### config.mk
export PLATFORM = sky130hd
export DESIGN_NAME = stack_arbiter
export DESIGN_NICKNAME = d
export VERILOG_FILES = /design/src/rtl/stack_arbiter.sv
export SDC_FILE = /design/constraint.sdc
export NUM_CORES = 1
export LEC_CHECK = 0
export CORE_MARGIN = 3
export CORE_UTILIZATION = 43
export CTS_CLUSTER_SIZE = 12
export DETAILED_ROUTE_END_ITERATION = 12
export GPL_TIMING_DRIVEN = 1
export MAX_ROUTING_LAYER = met4
export PLACE_DENSITY = 0.81
export SYNTH_ARGS = -nofsm -noshare
export SYNTH_HDL_FRONTEND = slang
export SYNTH_SLANG_ARGS = --single-unit
### constraint.sdc
create_clock -name clk -period 2.8 [get_ports clk]
set_clock_uncertainty 0.15 [all_clocks]
set_input_delay 0.56 -clock clk [delete_from_list [all_inputs] [get_ports clk]]
set_output_delay 0.56 -clock clk [all_outputs]
set_load 0.02 [all_outputs]
### src/rtl/stack_arbiter.sv
// stack_arbiter: round-robin arbiter and sequencer in front of the shared
// 22-bit LIFO. Occupancy is tracked here so that push-when-full and
// pop-when-empty are rejected before any strobe reaches the stack.
// One operation takes IDLE -> ISSUE -> DONE (3 cycles); flush runs through
// a one-cycle FLUSH state that pulses stk_reset.
module stack_arbiter #(
    parameter int depth       = 21,
    parameter int stack_depth = 6
) (
    input  logic                 clk,
    input  logic                 reset,
    input  logic                 r0_req,
    input  logic                 r0_pop,
    input  logic [depth:0]       r0_din,
    input  logic                 r1_req,
    input  logic                 r1_pop,
    input  logic [depth:0]       r1_din,
    output logic                 r0_gnt,
    output logic                 r1_gnt,
    output logic                 err,
    output logic [depth:0]       rd_data,
    output logic                 rd_valid,
    input  logic                 flush,
    output logic                 busy,
    output logic [stack_depth:0] count,
    output logic                 stk_push,
    output logic                 stk_pop,
    output logic                 stk_reset,
    output logic [depth:0]       stk_din,
    input  logic [depth:0]       stk_dout,
    input  logic                 stk_empty
);

    // Usable capacity is one less than the address space of the stack.
    localparam logic [stack_depth:0] FULL = {1'b0, {stack_depth{1'b1}}};
    localparam logic [stack_depth:0] ZERO = '0;
    localparam logic [stack_depth:0] ONE  = {{stack_depth{1'b0}}, 1'b1};

    typedef enum logic [1:0] {
        FLUSH = 2'd0,
        IDLE  = 2'd1,
        ISSUE = 2'd2,
        DONE  = 2'd3
    } state_t;

    state_t         state;
    logic           flush_pend;
    logic           ptr;        // requester that wins a tie next
    logic           op_id;
    logic           op_pop;
    logic           op_err;

    logic           win_id;
    logic           win_pop;
    logic [depth:0] win_din;
    logic           win_ok;

    // Occupancy steps saturate so the counter can never wrap.
    function automatic logic [stack_depth:0] count_inc(input logic [stack_depth:0] c);
        return (c == FULL) ? c : c + ONE;
    endfunction

    function automatic logic [stack_depth:0] count_dec(input logic [stack_depth:0] c);
        return (c == ZERO) ? c : c - ONE;
    endfunction

    // Round-robin winner selection and legality of the winner's operation.
    always_comb begin
        win_id = 1'b0;
        if (r0_req && r1_req) begin
            win_id = ptr;
        end else if (r1_req) begin
            win_id = 1'b1;
        end
        win_pop = win_id ? r1_pop : r0_pop;
        win_din = win_id ? r1_din : r0_din;
        win_ok  = win_pop ? (count != ZERO) : (count != FULL);
    end

    // Sequencer FSM with registered grant, error, read and stack strobes.
    always_ff @(posedge clk or posedge reset) begin
        if (reset) begin
            state      <= FLUSH;
            flush_pend <= 1'b0;
            ptr        <= 1'b0;
            op_id      <= 1'b0;
            op_pop     <= 1'b0;
            op_err     <= 1'b0;
            r0_gnt     <= 1'b0;
            r1_gnt     <= 1'b0;
            err        <= 1'b0;
            rd_data    <= '0;
            rd_valid   <= 1'b0;
            busy       <= 1'b1;
            count      <= '0;
            stk_push   <= 1'b0;
            stk_pop    <= 1'b0;
            stk_reset  <= 1'b1;
            stk_din    <= '0;
        end else begin
            // Flush requests are remembered whatever the FSM is doing.
            if (flush) begin
                flush_pend <= 1'b1;
            end
            r0_gnt    <= 1'b0;
            r1_gnt    <= 1'b0;
            err       <= 1'b0;
            rd_valid  <= 1'b0;
            stk_push  <= 1'b0;
            stk_pop   <= 1'b0;
            stk_reset <= 1'b0;

            case (state)
                FLUSH: begin
                    count <= '0;
                    busy  <= 1'b0;
                    state <= IDLE;
                end
                IDLE: begin
                    if (flush_pend || flush) begin
                        flush_pend <= 1'b0;
                        stk_reset  <= 1'b1;
                        busy       <= 1'b1;
                        state      <= FLUSH;
                    end else if (r0_req || r1_req) begin
                        op_id  <= win_id;
                        op_pop <= win_pop;
                        op_err <= ~win_ok;
                        busy   <= 1'b1;
                        state  <= ISSUE;
                        if (win_ok && win_pop) begin
                            stk_pop <= 1'b1;
                        end
                        if (win_ok && !win_pop) begin
                            stk_push <= 1'b1;
                            stk_din  <= win_din;
                        end
                    end
                end
                ISSUE: begin
                    // Top-of-stack is captured before the stack's pointer moves.
                    if (!op_err) begin
                        if (op_pop) begin
                            rd_data  <= stk_dout;
                            rd_valid <= 1'b1;
                            count    <= count_dec(count);
                        end else begin
                            count <= count_inc(count);
                        end
                    end
                    err    <= op_err;
                    r0_gnt <= ~op_id;
                    r1_gnt <= op_id;
                    state  <= DONE;
                end
                DONE: begin
                    ptr   <= ~op_id;
                    busy  <= 1'b0;
                    state <= IDLE;
                end
                default: begin
                    busy      <= 1'b1;
                    stk_reset <= 1'b1;
                    state     <= FLUSH;
                end
            endcase
        end
    end

    // Local occupancy must agree with the stack's own empty flag when idle.
    a_empty_consistent: assert property (@(posedge clk) disable iff (reset)
        (state == IDLE) |-> (stk_empty == (count == ZERO)));

endmodule

After elaboration in Yosys (flattened, before gate mapping)
Index checks and enable logic that the tools add are counted.
- input port bits: 74
- bits in registers: 66
- bitwise operators: 4
- add/sub/neg operators: 2
- multiplexer cells: 35
- reductions and logical operators: 17
- equality and inequality tests: 9
- operator list (operator ; count):
    $mux 7 ; 4
    $mux 1 ; 25
    $mux 22 ; 1
    $pmux 7 s2 ; 1
    $ne 3x3->1 const B ; 3
    $reduce_and 4->1 ; 2
    $add 7x1->7 const B ; 1
    $eq 7x6->1 const B ; 1
    $logic_not 7->1 ; 1
    $ne 7x6->1 const B ; 1
    $reduce_bool 7->1 ; 1
    $sub 7x1->7 const B ; 1
    $pmux 2 s3 ; 1
    $reduce_and 3->1 ; 2
    $eq 2x2->1 const B ; 2
    $mux 2 ; 2
    $not 1->1 ; 4
    $reduce_bool 2->1 ; 2
    $logic_and 1x1->1 ; 3
    $eq 2x1->1 const B ; 1
    $logic_not 2->1 ; 1
    $logic_or 1x1->1 ; 2
    $ne 2x2->1 const B ; 1
    $pmux 1 s2 ; 1
    3 further kinds ; 3

Longest topological paths before layout
Gate-level depths: netlist of run 1.
- depth after elaboration: 9
- gate-level depth with buffers: 7
- gate-level depth less buffers: 6

Least setup slack after synthesis of run 1
OpenSTA, ideal clock, no wires.
- path type: register -> register
- from: register count[0]
- to: register count[6]
- cell stages (with the launch flop): 7
- arrival time: 1997 ps
- library setup time: 80 ps
- path buffers: 0
- setup slack: 574 ps
- cell sequence: dfrtp_1 > fa_1 > a211oi_1 > nor2_1 > or4_1 > a31oi_1 > a2bb2oi_1
- cells in the longest elaborated chain, start to end: 5
- elaborated cells on any way between the ends: 12
- RTL lines (what ; RTL line ; RTL):
    from (decl) ; 25 ; output logic [stack_depth:0] count,
    from (signal assigned) ; 146 ; count <= count_dec(count);
    from (signal assigned) ; 148 ; count <= count_inc(count);
    $add 7x1->7 or $sub 7x1->7 (tied branches) ; 60, 64 ;
    $mux 7 (on tied branches) ; 60, 64 ;
    $mux 7 ; 143 ; if (op_pop) begin
    $mux 7 ; 142 ; if (!op_err) begin
    $pmux 7 s2 ; 113 ; case (state)
Parallel ways exist; a longest one is shown, timed or not. The select of a mux whose other input is x is not followed.
A chain may end at the register's enable or synchronous reset.

Final worst setup path of run 1
- from: register op_pop
- to: register count[6]
- cells in the longest elaborated chain, start to end: 3
- elaborated cells on any way between the ends: 6
- RTL lines (what ; RTL line ; RTL):
    from (decl) ; 50 ; logic op_pop;
    from (signal assigned) ; 127 ; op_pop <= win_pop;
    $mux 7 ; 143 ;
    $mux 7 ; 142 ;
    $pmux 7 s2 ; 113 ;
Parallel ways exist; a longest one is shown, timed or not. The select of a mux whose other input is x is not followed.

==> metrics.yaml, run 1 <==
die:
  dieArea_sq_um: 8350
  die_h_microns: 91.4
  rows: 30
  die_w_microns: 91.4
  boundaryPins: 133
  coreArea_sq_um: 6940
  start_util_pct: 45.1
final_layout:
  fillerInstances: 568
  final_common_cell: "clkdlybuf4s50_1"
  final_layout_size_suffix_gt1_share_pct: 9.95
  instances_no_fill: 538
  antenna_cells: 0
  area_growth_pct: 50.9
  nets: 522
  final_cell_mix: "clkdlybuf4s50_1 (131), nand2_1 (71), dfrtp_1 (64)"
  final_util_pct: 68.1
  final_area_sq_um: 4730
hold_path:
  hold_start: "rd_data[4]"
  min_to: "rd_data[4]"
  holdPathStages: 2
  hp-class: "flip-flop to flip-flop"
timing:
  rsz0062_at_grt: "false"
  hold_slack_ns: 0.328
  tns_ns: 0
  hold_violations: 0
  finalCriticalPeriod_ns: 2.39
  drv_slew: 0
  relSlewSlack_pct: 55.3
  fin_ws_ns: 0.409
  timing.fmax_ghz: 0.418
  min_period_over_period_pct: 85.4
  finalSetupViolations: 0
  worst_slew_pin_slew_ns: 0.670
clocking:
  cts_buffers: 9
  postCtsHoldBufs: 0
  h-tree-depth: 3
  cts_root_buf: "clkbuf_8"
  numClockSinks: 66
  cts_resized: 0
  clk_path_buf_depth: 2
  cts_tree: "yes"
  clk_pin_slew_worst_paths_ns: 0.07
  clk_latency_ns: 0.32
  post-cts-setup-buffer-count: 0
place:
  hpwl_microns: 5780
  port_buffers: 131
  place_area_sq_um: 4540
  pre_cts_slack_ns: 0.292
  routabilityCongestion: 0.796
  placed_cells: 522
worst_setup_path:
  critical_path_class: "flip-flop to flip-flop"
  r2r_end: "count[6]"
  r2r_slack_ns: 0.41
  arrival_ns: 2.49
  r2r-start: "op_pop"
  worstRegToRegCells: 6
  max_stage_delay_ns: 0.53
  crit_chain: "fa_1 > a211oi_1 > nor2_1 > or4_1 > a31oi_1 > a2bb2oi_1"
  crit_required_ns: 2.90
  path_max_fanout: 10
  crit_slowest_cell: "dfrtp_1"
  crit_path_end_kind: "flip-flop"
  start_kind: "flip-flop"
status:
  outcome: "finished clean"
global_routing:
  grt_pass1_wl_microns: 12600
  grt_usage_pct: 19.4
  antenna_found_initial: 0
  grt_max_degree: 67
  grt-ovfl-total: 0
  grt_pass1_vias: 2605
synthesis:
  synth-seq-cells: 66
  async_reset_ff_share_pct: 100
  synth_edf_count: 0
  synthFlopType: "dfrtp_1"
  synth-compound-area-share_pct: 12.5
  synth_top_family_by_area: "simple AND/OR/NAND/NOR gates"
  yosysSeqAreaShare_pct: 52.8
  synth-xor-area-share_pct: 0.839
  yosys_warnings: 0
  synth-simple-area-share_pct: 17.7
  syn_avg_cell_area_sq_um: 10.4
  synth_cells: 301
  synth.net_count: 386
  muxShareOfSynthArea_pct: 7.67
  synth_area_sq_um: 3130
  ys_types: 43
  synth-adder-area-share_pct: 4.63
route:
  drc: 0
  drt_iter0_markers: 100
  wl_microns: 7600
  dr.pass1.iters: 4
  wl_per_cell_microns: 14.1
  num_vias: 2630
  vias_per_cell: 4.89
  postRouteAntennaNets: 0
pwr:
  power.switching_mw: 1.86
  p_comb_share_pct: 49.7
  switching_share_pct: 38.7
  p_per_area_nw_per_um2: 1020
  p_leak_nw: 2.12
  total_power_mw: 4.80
  vdd_drop_max_mv: 0.555
  p_int_mw: 2.94
  p_seq_share_pct: 34.7
  pwr-share-clk_pct: 15.6
flow_run:
  drv_cap: 0
## sequential cells by signal, indices dropped and copies added (netlist names), 2 cells and up
name     cells
rd_data     22
stk_din     22
count        7
state        2
## worst max-delay path: cells and delay by family (launching register included)
family	cells	cell delay (ns)
fa+ha+maj	1	0.49
flops	1	0.53
simple gates	2	0.57
compound gates	3	0.58
## Yosys cell counts, drive strengths merged (2+ instances only)
library cell / number / area (sq um)
or4: 2 / 15.0
o21ai: 10 / 53.8
dfstp: 2 / 52.6
nand3b: 3 / 35.0
dfrtp: 64 / 1600
xor2: 2 / 17.5
a21o: 2 / 15.0
clkbuf: 2 / 7.51
ha: 10 / 125
inv: 8 / 30.0
nor3: 4 / 20.0
buf: 9 / 83.8
nand3: 7 / 35.0
a21oi: 27 / 195
nor2b: 4 / 25.0
nor2: 28 / 113
nand2b: 2 / 12.5
nand2: 71 / 267
mux2i: 24 / 240
a211oi: 3 / 22.5
and2: 2 / 12.5
## per-layer routing
metal / share of wire (%) / global-route usage [%]
met1: 42 / 23.1
met2: 52 / 32.9
met3: 4.4 / 3.89
met4: 1.4 / 6.78
met5: 0 / -
## cell type report
type	count	area [sq um]	share of cell area, %
tap	96	120	2.54
inverter	8	30.0	0.635
multi-input combinational	216	1370	28.9
clock buffer	10	128	2.70
timing repair buffer	136	1370	29.1
sequential	66	1650	35.0
clock inverter	6	57.6	1.22
## power groups by stage
stage          combinational [mW]  clock [mW]  sequential [mW]
2_1_floorplan               0.889           0             2.12
3_3_place_gp                 2.35           0             1.66
3_5_place_dp                 2.41           0             1.68
4_1_cts                      2.42       0.776             1.67
5_1_grt                      2.58       0.819             1.72
6_report                     2.39       0.748             1.66
## kinds of logic (layout without fill, tap and decap cells)
family	Yosys count	in the layout
and+or+nand+nor	126	126
DFF	66	66
AOI/OAI and AO/OA	52	52
muxes	24	24
buffers and inverters	19	160
adders and majority gates	11	11
xor gates and xnor gates	3	3
## how the worst max path moves through the flow
stage / start / to / slack (ns) / cells past startpoint
2_1_floorplan: reset / count[0] / 0.44 / 1
3_3_place_gp: r1_req / stk_din[12] / 0.36 / 7
3_5_place_dp: r1_req / stk_din[15] / 0.29 / 7
4_1_cts: op_pop / count[6] / 0.44 / 6
5_1_grt: op_pop / count[6] / 0.25 / 6
6_report: op_pop / count[6] / 0.41 / 6
Note: power is estimated with default switching activity, not from simulation.
==> inputs of run 2 (changes only) <==
--- a/config.mk
+++ b/config.mk
@@ -15,3 +15,4 @@
 export SYNTH_ARGS = -nofsm -noshare
 export SYNTH_HDL_FRONTEND = slang
 export SYNTH_SLANG_ARGS = --single-unit
+export TNS_END_PERCENT = 5
==> results of run 2 <==
Final layout, timing and power as in run 1 (identical DEF).
==> inputs of run 3 (changes only) <==
--- a/config.mk
+++ b/config.mk
@@ -5,6 +5,7 @@
 export SDC_FILE = /design/constraint.sdc
 export NUM_CORES = 1
 export LEC_CHECK = 0
+export CORE_ASPECT_RATIO = 0.6
 export CORE_MARGIN = 3
 export CORE_UTILIZATION = 43
 export CTS_CLUSTER_SIZE = 12
@@ -15,4 +16,3 @@
 export SYNTH_ARGS = -nofsm -noshare
 export SYNTH_HDL_FRONTEND = slang
 export SYNTH_SLANG_ARGS = --single-unit
-export TNS_END_PERCENT = 5
==> metrics.yaml, run 3 (synthesized netlist as in run 1, its figures left out) <==
status:
  outcome: "finished clean"
clocking:
  cts_root_buf: "clkbuf_16"
  postCtsHoldBufs: 0
  cts_tree: "yes"
  cts_resized: 0
  post-cts-setup-buffer-count: 0
  clk_latency_ns: 0.32
  cts_buffers: 9
  h-tree-depth: 3
  clk_pin_slew_worst_paths_ns: 0.05
  clk_path_buf_depth: 2
  numClockSinks: 66
worst_setup_path:
  crit_required_ns: 2.89
  r2r_slack_ns: 0.40
  crit_path_end_kind: "flip-flop"
  crit_chain: "fa_1 > a211oi_1 > nor2_1 > or4_1 > a31oi_1 > a2bb2oi_1"
  max_stage_delay_ns: 0.52
  worstRegToRegCells: 6
  r2r-start: "count[0]"
  r2r_end: "count[6]"
  crit_slowest_cell: "fa_1"
  arrival_ns: 2.49
  critical_path_class: "flip-flop to flip-flop"
  path_max_fanout: 8
  start_kind: "flip-flop"
final_layout:
  final_common_cell: "clkdlybuf4s50_1"
  final_util_pct: 70.1
  nets: 523
  final_area_sq_um: 4820
  area_growth_pct: 54.0
  final_layout_size_suffix_gt1_share_pct: 9.95
  antenna_cells: 0
  final_cell_mix: "clkdlybuf4s50_1 (131), nand2_1 (71), dfrtp_1 (64)"
  reg.largest.list: "rd_data (22), stk_din (22), count (7)"
die:
  die_w_microns: 116
  boundaryPins: 133
  coreArea_sq_um: 6880
  start_util_pct: 45.6
  die_h_microns: 72.1
  dieArea_sq_um: 8380
  rows: 23
global_routing:
  grt_max_degree: 46
  grt-ovfl-total: 0
  grt_pass1_vias: 2672
  antenna_found_initial: 0
  grt_usage_pct: 20.7
  grt_pass1_wl_microns: 13100
route:
  wl_per_cell_microns: 15.4
  wl_microns: 8140
  vias_per_cell: 5.03
  postRouteAntennaNets: 0
  drc: 0
  num_vias: 2663
  drt_iter0_markers: 168
  dr.pass1.iters: 6
pwr:
  p_per_area_nw_per_um2: 1070
  total_power_mw: 5.17
  vdd_drop_max_mv: 0.587
  p_leak_nw: 2.17
timing:
  rsz0062_at_grt: "false"
  finalSetupViolations: 0
  min_period_over_period_pct: 85.6
  tns_ns: 0
  relSlewSlack_pct: 56.3
  drv_slew: 0
  fin_ws_ns: 0.404
  timing.fmax_ghz: 0.417
  finalCriticalPeriod_ns: 2.40
  worst_slew_pin_slew_ns: 0.654
  hold_violations: 0
hold_path:
  holdPathStages: 2
  hold_start: "rd_data[9]"
  hp-class: "flip-flop to flip-flop"
  min_to: "rd_data[9]"
place:
  place_area_sq_um: 4540
  hpwl_microns: 6250
  routabilityCongestion: 0.811
  port_buffers: 131
  pre_cts_slack_ns: 0.205
flow_run:
  drv_cap: 0
==> run 3: changes by cell type in the layout (fill, tap and decap cells not counted) <==
cell	delta
clkinv_2	-2
clkbuf_16	+9
clkbuf_8	-9
buf_4	+1
clkinv_4	+1
==> run 3: worst max-delay path by stage <==
stage                         from     endpoint  cells past startpoint
after global placement      r1_req  stk_din[16]                      7
after detailed placement    r1_req  stk_din[12]                      7
after floorplan              reset     count[0]                      1
final                     count[0]     count[6]                      6
after CTS                 count[0]     count[6]                      6
after global routing      count[0]     count[6]                      6
==> run 3: final cells by class <==
cell class              instances  area, sq um
clock buffers                  10          229
clock inverters                 5         56.3
fillers                       536         2050
inverters                       8         30.0
multi-input cells             216         1370
flip-flops and latches         66         1650
well taps                      87          109
repair buffers                137         1380
==> run 3: per-stage QoR <==
stage / instances / hold WS, ns
after floorplan: 301 / 0.287
after global placement: 514 / 0.307
after detailed placement: 514 / 0.311
after CTS: 529 / 0.324
after global routing: 529 / 0.341
final: 529 / 0.320
==> run 3: routing by layer <==
layer,track usage [%],up-vias,share of wire [%]
met5,-,-,0
met1,26.3,1269,44
li1,-,1295,-
met4,5.41,0,0.60
met2,32.4,93,47
met3,6.75,6,8.9
==> run 3: where the power goes <==
part           total [mW]  internal (mW)  switching [mW]
clock                1.06          0.681           0.382
combinational        2.43           1.16            1.27
sequential           1.68           1.38           0.293
total                5.17           3.23            1.95
==> run 3: worst max-delay path, delay by kind of cell, from the launching register on <==
kind | cells | cell delay (ns)
flip-flops | 1 | 0.48
AND/OR/NAND/NOR | 2 | 0.57
adder cells (fa/ha/maj) | 1 | 0.52
AO/OA/AOI/OAI | 3 | 0.60
